[src/rtl/vae_score_sequencer.sv]
// vae_score_sequencer
// Holds one N_FEAT-feature sample and streams it into the forward VAE datapath.
// It then waits for the datapath to finish and captures the sigmoid reconstructions.
// Finally it scores the squared reconstruction error against a programmable threshold.
module vae_score_sequencer #(
    parameter int DATA_WIDTH = 16,
    parameter int N_FEAT     = 9,
    parameter int TIMEOUT    = 63
) (
    input  logic                         clk,
    input  logic                         rst,
    input  logic                         wr_en,
    input  logic [3:0]                   wr_addr,
    input  logic [DATA_WIDTH-1:0]        wr_data,
    input  logic                         go,
    input  logic [31:0]                  threshold,
    output logic                         ready,
    output logic                         vae_start,
    output logic                         vae_clr,
    output logic [DATA_WIDTH-1:0]        xj,
    output logic [3:0]                   feat_idx,
    input  logic                         vae_done,
    input  logic [N_FEAT*DATA_WIDTH-1:0] a3_bus,
    output logic [31:0]                  score,
    output logic                         anomaly,
    output logic                         score_valid,
    output logic                         timeout_err
);
    localparam int DW   = DATA_WIDTH;
    localparam int FRAC = 10;
    localparam int SQW  = 2 * DW + 2;
    localparam int TW   = $clog2(TIMEOUT + 1);
    localparam logic [3:0]    LAST_IDX  = 4'(N_FEAT - 1);
    localparam logic [3:0]    ADDR_LIM  = 4'(N_FEAT);
    localparam logic [TW-1:0] TMO_LIMIT = TW'(TIMEOUT);

    typedef enum logic [2:0] {
        S_IDLE, S_START, S_FEED, S_WAIT, S_CAPTURE, S_SCORE, S_DONE
    } state_t;

    state_t          state_reg, state_next;
    logic [3:0]      cnt_reg;
    logic [TW-1:0]   tmo_reg;
    logic [DW-1:0]   x_ram   [N_FEAT];
    logic [DW-1:0]   a3_reg  [N_FEAT];
    logic [DW-1:0]   a3_vec  [N_FEAT];
    logic [31:0]     acc_reg;
    logic [31:0]     score_reg;
    logic            anomaly_reg;

    logic signed [DW-1:0] a3_sel, x_sel;
    logic signed [DW:0]   diff;
    logic [SQW-1:0]       sq;
    logic [31:0]          term, acc_sum;

    // Unpack the reconstruction bus; a3_1 sits in the least significant slice.
    genvar gi;
    generate
        for (gi = 0; gi < N_FEAT; gi++) begin : g_unpack
            assign a3_vec[gi] = a3_bus[gi*DW +: DW];
        end
    endgenerate

    // State register.
    always_ff @(posedge clk) begin
        if (!rst) state_reg <= S_IDLE;
        else      state_reg <= state_next;
    end

    // Next-state and Moore/Mealy outputs; outputs default to their idle-zero values.
    always_comb begin
        state_next  = state_reg;
        ready       = 1'b0;
        vae_start   = 1'b0;
        vae_clr     = 1'b0;
        timeout_err = 1'b0;
        score_valid = 1'b0;
        xj          = '0;
        feat_idx    = '0;
        case (state_reg)
            S_IDLE: begin
                ready = 1'b1;
                if (go) state_next = S_START;
            end
            S_START: begin
                vae_start  = 1'b1;
                state_next = S_FEED;
            end
            S_FEED: begin
                xj       = x_ram[cnt_reg];
                feat_idx = cnt_reg;
                if (cnt_reg == LAST_IDX) state_next = S_WAIT;
            end
            S_WAIT: begin
                // A done seen in the same cycle as the limit still counts as success.
                if (vae_done) begin
                    state_next = S_CAPTURE;
                end else if (tmo_reg == TMO_LIMIT) begin
                    vae_clr     = 1'b1;
                    timeout_err = 1'b1;
                    state_next  = S_IDLE;
                end
            end
            S_CAPTURE: state_next = S_SCORE;
            S_SCORE: begin
                if (cnt_reg == LAST_IDX) state_next = S_DONE;
            end
            S_DONE: begin
                score_valid = 1'b1;
                state_next  = S_IDLE;
            end
            default: state_next = S_IDLE;
        endcase
    end

    // Feature index for FEED/SCORE, plus cycles-since-vae_start for the timeout.
    always_ff @(posedge clk) begin
        if (!rst) begin
            cnt_reg <= '0;
            tmo_reg <= '0;
        end else begin
            case (state_reg)
                S_START: begin
                    cnt_reg <= '0;
                    tmo_reg <= TW'(1);
                end
                S_FEED: begin
                    cnt_reg <= (cnt_reg == LAST_IDX) ? 4'd0 : cnt_reg + 4'd1;
                    tmo_reg <= tmo_reg + TW'(1);
                end
                S_WAIT: begin
                    cnt_reg <= '0;
                    tmo_reg <= tmo_reg + TW'(1);
                end
                S_SCORE: cnt_reg <= (cnt_reg == LAST_IDX) ? 4'd0 : cnt_reg + 4'd1;
                default: cnt_reg <= '0;
            endcase
        end
    end

    // Sample store: written only while idle, so a write beside go lands before the run.
    always_ff @(posedge clk) begin
        if (!rst) begin
            for (int i = 0; i < N_FEAT; i++) x_ram[i] <= '0;
        end else if (state_reg == S_IDLE && wr_en && wr_addr < ADDR_LIM) begin
            x_ram[wr_addr] <= wr_data;
        end
    end

    // Latch the reconstructions once the datapath reports done.
    always_ff @(posedge clk) begin
        if (!rst) begin
            for (int i = 0; i < N_FEAT; i++) a3_reg[i] <= '0;
        end else if (state_reg == S_CAPTURE) begin
            for (int i = 0; i < N_FEAT; i++) a3_reg[i] <= a3_vec[i];
        end
    end

    // One error term per SCORE cycle: (a3_i - x_i)^2 scaled back by the fraction bits.
    always_comb begin
        a3_sel  = a3_reg[cnt_reg];
        x_sel   = x_ram[cnt_reg];
        diff    = $signed({a3_sel[DW-1], a3_sel}) - $signed({x_sel[DW-1], x_sel});
        sq      = SQW'(diff) * SQW'(diff);
        term    = 32'(sq >> FRAC);
        acc_sum = acc_reg + term;
    end

    // Accumulator; the result registers load on the last term so they are stable during DONE.
    always_ff @(posedge clk) begin
        if (!rst) begin
            acc_reg     <= '0;
            score_reg   <= '0;
            anomaly_reg <= 1'b0;
        end else begin
            case (state_reg)
                S_START: acc_reg <= '0;
                S_SCORE: begin
                    acc_reg <= acc_sum;
                    if (cnt_reg == LAST_IDX) begin
                        score_reg   <= acc_sum;
                        anomaly_reg <= (acc_sum > threshold);
                    end
                end
                default: ;
            endcase
        end
    end

    assign score   = score_reg;
    assign anomaly = anomaly_reg;

endmodule
[config.mk]
export PLATFORM = sky130hd
export DESIGN_NAME = vae_score_sequencer
export DESIGN_NICKNAME = d
export VERILOG_FILES = /design/src/rtl/vae_score_sequencer.sv
export SDC_FILE = /design/constraint.sdc
export NUM_CORES = 1
export LEC_CHECK = 0
export CORE_MARGIN = 8
export CORE_UTILIZATION = 37
export DETAILED_ROUTE_END_ITERATION = 8
export MAX_ROUTING_LAYER = met4
export SYNTH_ARGS = -nofsm -noshare
export SYNTH_HDL_FRONTEND = slang
export SYNTH_SLANG_ARGS = --single-unit
[constraint.sdc]
create_clock -name clk -period 16 [get_ports clk]
set_input_delay 1.6 -clock clk [delete_from_list [all_inputs] [get_ports clk]]
set_output_delay 1.6 -clock clk [all_outputs]
set_load 0.1 [all_outputs]
==> results_dict.tcl, run 1 <==
set metrics [dict create \
    drv_cap 0 \
    cts_max_level 2 \
    finalNetCount 3749 \
    place_area_sq_um 37100 \
    antenna_found_initial 7 \
    grt_usage_pct 17.6 \
    layout-drive-gt1-share_pct 8.51 \
    cts_buffer_depth 3 \
    synth-seq-cells 478 \
    vias_per_cell 4.95 \
    cts-resized-gates 0 \
    worst-endpoint-arrival_ns 14.28 \
    grt_overflow 0 \
    cts_tree "done" \
    cts.clk_slew.worst_paths_ns 0.06 \
    cpMostUsedCell "fa_1" \
    netlist_area_sq_um 32800 \
    die-area_sq_um 98500 \
    finalHoldViolCount 0 \
    num_rows 109 \
    via_count 21400 \
    slew_headroom_pct 20.0 \
    yosys-top-cells-count "405 x inv_1, 400 x edfxtp_1, 273 x fa_1" \
    synth.avg_cell_area_sq_um 11.7 \
    portBuffers 258 \
    route.final.wire_length_um 85800 \
    grt_pass1_wl_um 131000 \
    chipHeight_um 314 \
    core_sq_um 88200 \
    status "complete, no violations" \
    cts_setup_buffers 0 \
    setup_viol 0 \
    worstSetupPathType "register to register" \
    drtIter0Drc 1435 \
    largest_reg_flops 256 \
    rsz0062_at_grt "no" \
    numCtsBuffers 53 \
    ant_nets 0 \
    start_util_pct 37.2 \
    cts_hold_buf 0 \
    cp-end-kind "register" \
    grt_max_degree 144 \
    cts_sinks 478 \
    fp.dieW_um 314 \
    ys_warn_count 0 \
    grt-busiest-layer "met2" \
    first_pass_iters 5 \
    fmax_mhz 72.8 \
    synth_ff_type "edfxtp_1" \
    path_max_fanout 44 \
    drv_slew 0 \
    worst_slew_pin_slew_ns 1.20 \
    synth_top_area_share_pct 36.6 \
    drc 0 \
    fin_tns_setup_ns 0 \
    area_growth_pct 17.9 \
    ys_seq_area_share_pct 41.3 \
    slowest_stage "dfxtp_4" \
    clock_latency_ns 0.62 \
    synth_edf_count 400 \
    io_pins 259 \
    slowest_delay_ns 0.92 \
    synthArstFlopShare_pct 0 \
    hp-class "register to register" \
    required_ns 16.55 \
    fin_crit_ns 13.73 \
    crit_path_start_kind "register" \
    use_met1_pct 21.7 \
    yosysMostFrequentCell "inv_1" \
    yosys-top-cells-area "edfxtp_1 37%, fa_1 17%, mux4_2 7.7%" \
    wl_per_cell_um 19.8 \
    grt_pass1_vias 22400 \
    fillers 8136 \
    root_buffer "clkbuf_16" \
    use_met3_pct 2.60 \
    fin_area_sq_um 38700 \
    syn_inst 2796 \
    yosys.area.top_type "edfxtp_1" \
    skew_ns 0.0506 \
    use_met2_pct 30.0 \
    min_period_over_period_pct 85.8 \
    synth_cell_types 85 \
    place_congestion 0.878 \
    place_hpwl_um 64100 \
]
-- path summary, 6_finish.rpt --
kind / end / slack (ns) / cells after the start / from
min: score[2]$_SDFFE_PN0P_ / 0.46 / 2 / score[2]$_SDFFE_PN0P_
min reg2reg: score[2]$_SDFFE_PN0P_ / 0.46 / 2 / score[2]$_SDFFE_PN0P_
max reg2reg: anomaly$_SDFFE_PN0P_ / 2.27 / 46 / cnt_reg[0]$_SDFF_PP0_
max: anomaly$_SDFFE_PN0P_ / 2.27 / 46 / cnt_reg[0]$_SDFF_PP0_
-- logic make-up after synthesis --
family          synth area share, %
other cells                  0.0114
simple gates                   13.0
compound gates                 6.53
xor+xnor                       1.95
flops                          41.3
buf+inv                        6.32
fa+ha+maj                      22.5
mux                            8.39
-- metal layers --
layer | wire length, um | vias up
li1 | - | 10100
met1 | 35300 | 10700
met2 | 43900 | 531
met3 | 4230 | 132
met4 | 2380 | 0
met5 | 0 | -
-- layout by cell type, fill, tap and decap left out, types with 17 or more instances in the layout --
| master | Yosys | routed |
|---|---|---|
| xnor2_1 | 49 | 48 |
| nand2b_1 | 21 | 21 |
| and2_1 | 262 | 262 |
| nor2_1 | 165 | 163 |
| and3_1 | 42 | 42 |
| o21ai_0 | 58 | 57 |
| clkbuf_16 | 0 | 53 |
| nand3_1 | 42 | 42 |
| a22oi_1 | 17 | 17 |
| mux2i_1 | 21 | 21 |
| clkdlybuf4s50_1 | 0 | 257 |
| a21o_1 | 31 | 31 |
| conb_1 | 1 | 112 |
| inv_1 | 405 | 405 |
| ha_1 | 153 | 153 |
| o211ai_1 | 18 | 18 |
| nor2b_1 | 20 | 20 |
| edfxtp_1 | 400 | 400 |
| nor3_1 | 44 | 42 |
| dfxtp_1 | 78 | 74 |
| mux4_2 | 112 | 112 |
| buf_4 | 3 | 32 |
| fa_1 | 273 | 273 |
| nand2_1 | 183 | 183 |
| xor2_1 | 19 | 18 |
| o21a_1 | 17 | 17 |
| a21oi_1 | 83 | 83 |
-- cell type report --
cell class	count	area (sq um)	share of cell area, %
tap	1165	1460	3.76
antenna	5	12.5	0.0323
clock inverter	35	304	0.785
clock buffer	60	1350	3.49
timing repair buffer	290	2820	7.28
multi-input combinational	1889	17700	45.6
inverter	410	1540	3.97
sequential	478	13600	35.1
-- critical path: cells and delay by family, from the launching register on --
kind	cells	cell delay [ns]
muxes	2	0.69
buffers and inverters	8	1.65
AOI/OAI and AO/OA	17	3.69
DFF	1	0.92
adders and majority gates	10	5.01
and+or+nand+nor	7	1.31
xor gates and xnor gates	2	0.33
-- metrics by stage --
| stage | hold WS [ns] | std cells | setup WS (ns) | util, % |
|---|---|---|---|---|
| floorplan | 0.436 | 2907 | 4.03 | - |
| global placement | 0.446 | 4232 | 2.34 | 42.0 |
| detailed placement | 0.449 | 4232 | 2.22 | 42.0 |
| CTS | 0.458 | 4327 | 2.18 | 43.9 |
| global route | 0.484 | 4332 | 1.25 | 43.9 |
| finish | 0.456 | 4332 | 2.27 | 43.9 |
Power of run 1 is left out: the tool's default activity adds up to more than one toggle a clock period on the data nets, which glitch-free logic cannot reach.
==> run 2, diff against run 1 <==
--- a/config.mk
+++ b/config.mk
@@ -8,7 +8,6 @@
 export CORE_MARGIN = 8
 export CORE_UTILIZATION = 37
 export DETAILED_ROUTE_END_ITERATION = 8
-export MAX_ROUTING_LAYER = met4
 export SYNTH_ARGS = -nofsm -noshare
 export SYNTH_HDL_FRONTEND = slang
 export SYNTH_SLANG_ARGS = --single-unit
==> run 2 against run 1 <==
  * Wire length up 0.15%
  * Via count about the same
  * Core utilization about the same
  * Global-route usage down 0.51 points
  * Setup slack worse by 0.013 ns
  * Register-to-register slack about the same
  * Hold slack about the same
==> results_dict.tcl, run 2 (same netlist as run 1, synthesis figures left out) <==
set metrics [dict create \
    status "complete, no violations" \
    hold_start "score[2]$_SDFFE_PN0P_" \
    num_rows 109 \
    drv_cap 0 \
    place_hpwl_um 64100 \
    core_sq_um 88200 \
    rsz0062_at_grt "no" \
    crit_path_start_kind "register" \
    worst-endpoint-arrival_ns 14.29 \
    route.final.wire_length_um 85900 \
    cts_sinks 478 \
    antenna_found_initial 7 \
    fin_crit_ns 13.75 \
    hp-class "register to register" \
    numCtsBuffers 53 \
    final_cell_mix "405 x inv_1, 400 x edfxtp_1, 273 x fa_1" \
    io_pins 259 \
    grt_max_degree 144 \
    finalHoldViolCount 0 \
    path_max_fanout 44 \
    cts-resized-gates 0 \
    slowest_stage "dfxtp_4" \
    worstSetupPathType "register to register" \
    r2r_end "anomaly$_SDFFE_PN0P_" \
    slowest_delay_ns 0.93 \
    dp_cells 4232 \
    largest_reg_flops 256 \
    final_cells 4331 \
    die-area_sq_um 98500 \
    chipHeight_um 314 \
    cts_hold_buf 0 \
    cts_tree "done" \
    place_congestion 0.864 \
    holdPathStages 2 \
    drv_slew 0 \
    drtIter0Drc 1398 \
    rrSetupSlack_ns 2.25 \
    wl_per_cell_um 19.8 \
    min_period_over_period_pct 85.9 \
    ant_nets 0 \
    cts_max_level 2 \
    worst_slew_pin_slew_ns 1.17 \
    layout-drive-gt1-share_pct 8.51 \
    required_ns 16.54 \
    reg2reg_from "cnt_reg[0]$_SDFF_PP0_" \
    fin_tns_setup_ns 0 \
    cpMostUsedCell "fa_1" \
    fmax_mhz 72.7 \
    via_count 21400 \
    cts_buffer_depth 3 \
    r2r_cells 46 \
    fp.dieW_um 314 \
    slew_headroom_pct 22.0 \
    cts_setup_buffers 0 \
    hold_slack_ns 0.456 \
    utilization_pct 43.9 \
    skew_ns 0.0497 \
    cts.clk_slew.worst_paths_ns 0.06 \
    vias_per_cell 4.94 \
    grt_usage_pct 17.1 \
    grt_pass1_vias 22400 \
    clock_latency_ns 0.62 \
    start_util_pct 37.2 \
    finalNetCount 3749 \
    grt_overflow 0 \
    final_common_cell "inv_1" \
    hold_end "score[2]$_SDFFE_PN0P_" \
    area_growth_pct 17.9 \
    setup_viol 0 \
    cp-end-kind "register" \
    drc 0 \
    grt_pass1_wl_um 131000 \
    first_pass_iters 5 \
    portBuffers 258 \
    root_buffer "clkbuf_16" \
]
[run 2: changes by cell type in the layout (fill, tap and decap cells not counted), sizes merged]
cell,before,now
diode,5,4
[run 2: layout make-up]
type | instances | area [sq um]
Antenna cell | 4 | 10.0
Clock buffer | 60 | 1350
Clock inverter | 35 | 304
Fill cell | 8137 | 49500
Inverter | 410 | 1540
Multi-Input combinational cell | 1889 | 17700
Sequential cell | 478 | 13600
Tap cell | 1165 | 1460
Timing Repair Buffer | 290 | 2820
[run 2: how the worst max path moves through the flow]
stage	start	endpoint	slack [ns]
final	cnt_reg[0]$_SDFF_PP0_	anomaly$_SDFFE_PN0P_	2.25
after global routing	cnt_reg[0]$_SDFF_PP0_	anomaly$_SDFFE_PN0P_	1.24
after CTS	cnt_reg[0]$_SDFF_PP0_	anomaly$_SDFFE_PN0P_	2.18
after detailed placement	cnt_reg[0]$_SDFF_PP0_	anomaly$_SDFFE_PN0P_	2.22
after global placement	cnt_reg[0]$_SDFF_PP0_	anomaly$_SDFFE_PN0P_	2.34
after floorplan	cnt_reg[0]$_SDFF_PP0_	anomaly$_SDFFE_PN0P_	4.03
[run 2: per-layer routing]
metal	share of wire, %	track usage [%]	vias up
li1	-	-	10100
met5	0.013	0	-
met2	51	29.9	512
met4	2.7	5.25	2
met1	41	21.6	10700
met3	4.9	2.74	131
[run 2: worst max-delay path: cells and delay by family (launching register included)]
kind / cells / cell delay (ns)
AOI/OAI and AO/OA: 17 / 3.68
xor gates and xnor gates: 2 / 0.33
adders and majority gates: 10 / 5.01
buffers and inverters: 8 / 1.64
DFF: 1 / 0.93
muxes: 2 / 0.68
and+or+nand+nor: 7 / 1.32
[run 2: per-stage QoR]
step,instance area [sq um],setup WS (ns)
5_1_grt,38700,1.24
3_3_place_gp,37100,2.34
4_1_cts,38700,2.18
2_1_floorplan,33300,4.03
6_report,38700,2.25
3_5_place_dp,37100,2.22
Power of run 2 is left out for the same reason.
==> run 3, diff against run 2 <==
--- a/config.mk
+++ b/config.mk
@@ -5,9 +5,14 @@
 export SDC_FILE = /design/constraint.sdc
 export NUM_CORES = 1
 export LEC_CHECK = 0
+export CAP_MARGIN = 10
+export CELL_PAD_IN_SITES_DETAIL_PLACEMENT = 0
+export CELL_PAD_IN_SITES_GLOBAL_PLACEMENT = 1
 export CORE_MARGIN = 8
 export CORE_UTILIZATION = 37
 export DETAILED_ROUTE_END_ITERATION = 8
+export PLACE_DENSITY_LB_ADDON = 0.1
+export SKIP_CTS_REPAIR_TIMING = 1
 export SYNTH_ARGS = -nofsm -noshare
 export SYNTH_HDL_FRONTEND = slang
 export SYNTH_SLANG_ARGS = --single-unit
==> run 3 against run 2 <==
  * Hold slack got worse by 0.0022 ns
  * Critical path depth up 3
  * Die area stayed put
  * Cell count is 0.46% higher
  * First-iteration DRC count fell by 8.2%
  * Sequential share of layout area down 0.18 points
  * Sequential cell count did not move
  * Fmax down 4.4%
  * Non-clock buffer count up 13
  * Critical path type unchanged
==> results_dict.tcl, run 3 (same netlist as run 1, synthesis figures left out) <==
set metrics [dict create \
    grt_max_degree 145 \
    vias_per_cell 4.92 \
    use_met2_pct 31.2 \
    rsz0062_at_grt "no" \
    cts_tree "done" \
    fp.dieW_um 314 \
    root_buffer "clkbuf_16" \
    drv_cap 0 \
    grt_pass1_wl_um 139000 \
    first_pass_iters 5 \
    drc 0 \
    drv_slew 0 \
    slowest_stage "dfxtp_4" \
    final.setup.worst_slack_ns 1.63 \
    final_common_cell "inv_1" \
    path_max_fanout 39 \
    setup_viol 0 \
    cts_buffer_depth 3 \
    portBuffers 258 \
    clock_latency_ns 0.62 \
    fmax_mhz 69.6 \
    worstSetupPathType "register to register" \
    finalNetCount 3764 \
    cts_max_level 2 \
    chipHeight_um 314 \
    min_period_over_period_pct 89.8 \
    grt-busiest-layer "met2" \
    final_cell_mix "405 x inv_1, 400 x edfxtp_1, 273 x fa_1" \
    use_met3_pct 3.43 \
    dpl_worst_slack_ns 1.35 \
    place_congestion 0.848 \
    slew_headroom_pct 19.1 \
    cts.clk_slew.worst_paths_ns 0.06 \
    cpMostUsedCell "fa_1" \
    drtIter0Drc 1284 \
    skew_ns 0.0226 \
    final_cells 4351 \
    die-area_sq_um 98500 \
    io_pins 259 \
    grt_pass1_vias 23300 \
    route.final.wire_length_um 89800 \
    fin_tns_setup_ns 0 \
    finalHoldViolCount 0 \
    crit_path_start_kind "register" \
    worst_slew_pin_slew_ns 1.21 \
    hold_slack_ns 0.454 \
    grt_usage_pct 18.1 \
    cts_sinks 478 \
    worst-endpoint-arrival_ns 14.85 \
    start_util_pct 37.2 \
    hp-class "register to register" \
    grt_overflow 0 \
    area_growth_pct 18.5 \
    fin_crit_ns 14.37 \
    use_met1_pct 23.1 \
    dp_cells 4244 \
    place_hpwl_um 67100 \
    status "complete, no violations" \
    antenna_found_initial 7 \
    cp-end-kind "register" \
    required_ns 16.48 \
    numCtsBuffers 55 \
    largest_reg_flops 256 \
    slowest_delay_ns 0.93 \
    via_count 21400 \
    core_sq_um 88200 \
    num_rows 109 \
    ant_nets 0 \
    wl_per_cell_um 20.6 \
    layout-drive-gt1-share_pct 8.96 \
]
-- run 3: through the flow --
step / util [%] / instance area (sq um)
floorplan: - / 33300
global placement: 42.1 / 37200
detailed placement: 42.1 / 37200
CTS: 44.1 / 38900
global route: 44.1 / 38900
finish: 44.1 / 38900
-- run 3: layout make-up --
class	count	area, sq um
fill	8257	49300
multi-input combinational	1889	17700
sequential	478	13600
timing repair buffer	303	2940
inverter	410	1540
tap	1165	1460
clock buffer	65	1420
clock inverter	36	314
antenna	5	12.5
-- run 3: worst max-delay path: cells and delay by family (launching register included) --
family / cells / cell delay, ns
multiplexers: 2 / 0.75
adder cells (fa/ha/maj): 11 / 5.27
buffers and inverters: 6 / 1.06
AO/OA/AOI/OAI: 22 / 5.00
XOR/XNOR: 2 / 0.36
flip-flops: 1 / 0.93
AND/OR/NAND/NOR: 6 / 0.85
-- run 3: path summary, 6_finish.rpt --
kind	slack, ns	cells after the start	endpoint	startpoint
worst max-delay path	1.63	49	anomaly$_SDFFE_PN0P_	cnt_reg[0]$_SDFF_PP0_
worst min-delay path	0.45	2	score[4]$_SDFFE_PN0P_	score[4]$_SDFFE_PN0P_
worst max register to register	1.63	49	anomaly$_SDFFE_PN0P_	cnt_reg[0]$_SDFF_PP0_
worst min register to register	0.45	2	score[4]$_SDFFE_PN0P_	score[4]$_SDFFE_PN0P_
-- run 3: routing by layer --
metal,share of wire (%),wire (um),vias to the layer above
met5,0.014,13,-
met4,2.8,2510,2
met3,5.1,4570,120
met2,49,44200,498
met1,43,38500,10700
li1,-,-,10100
Power of run 3 is left out for the same reason.
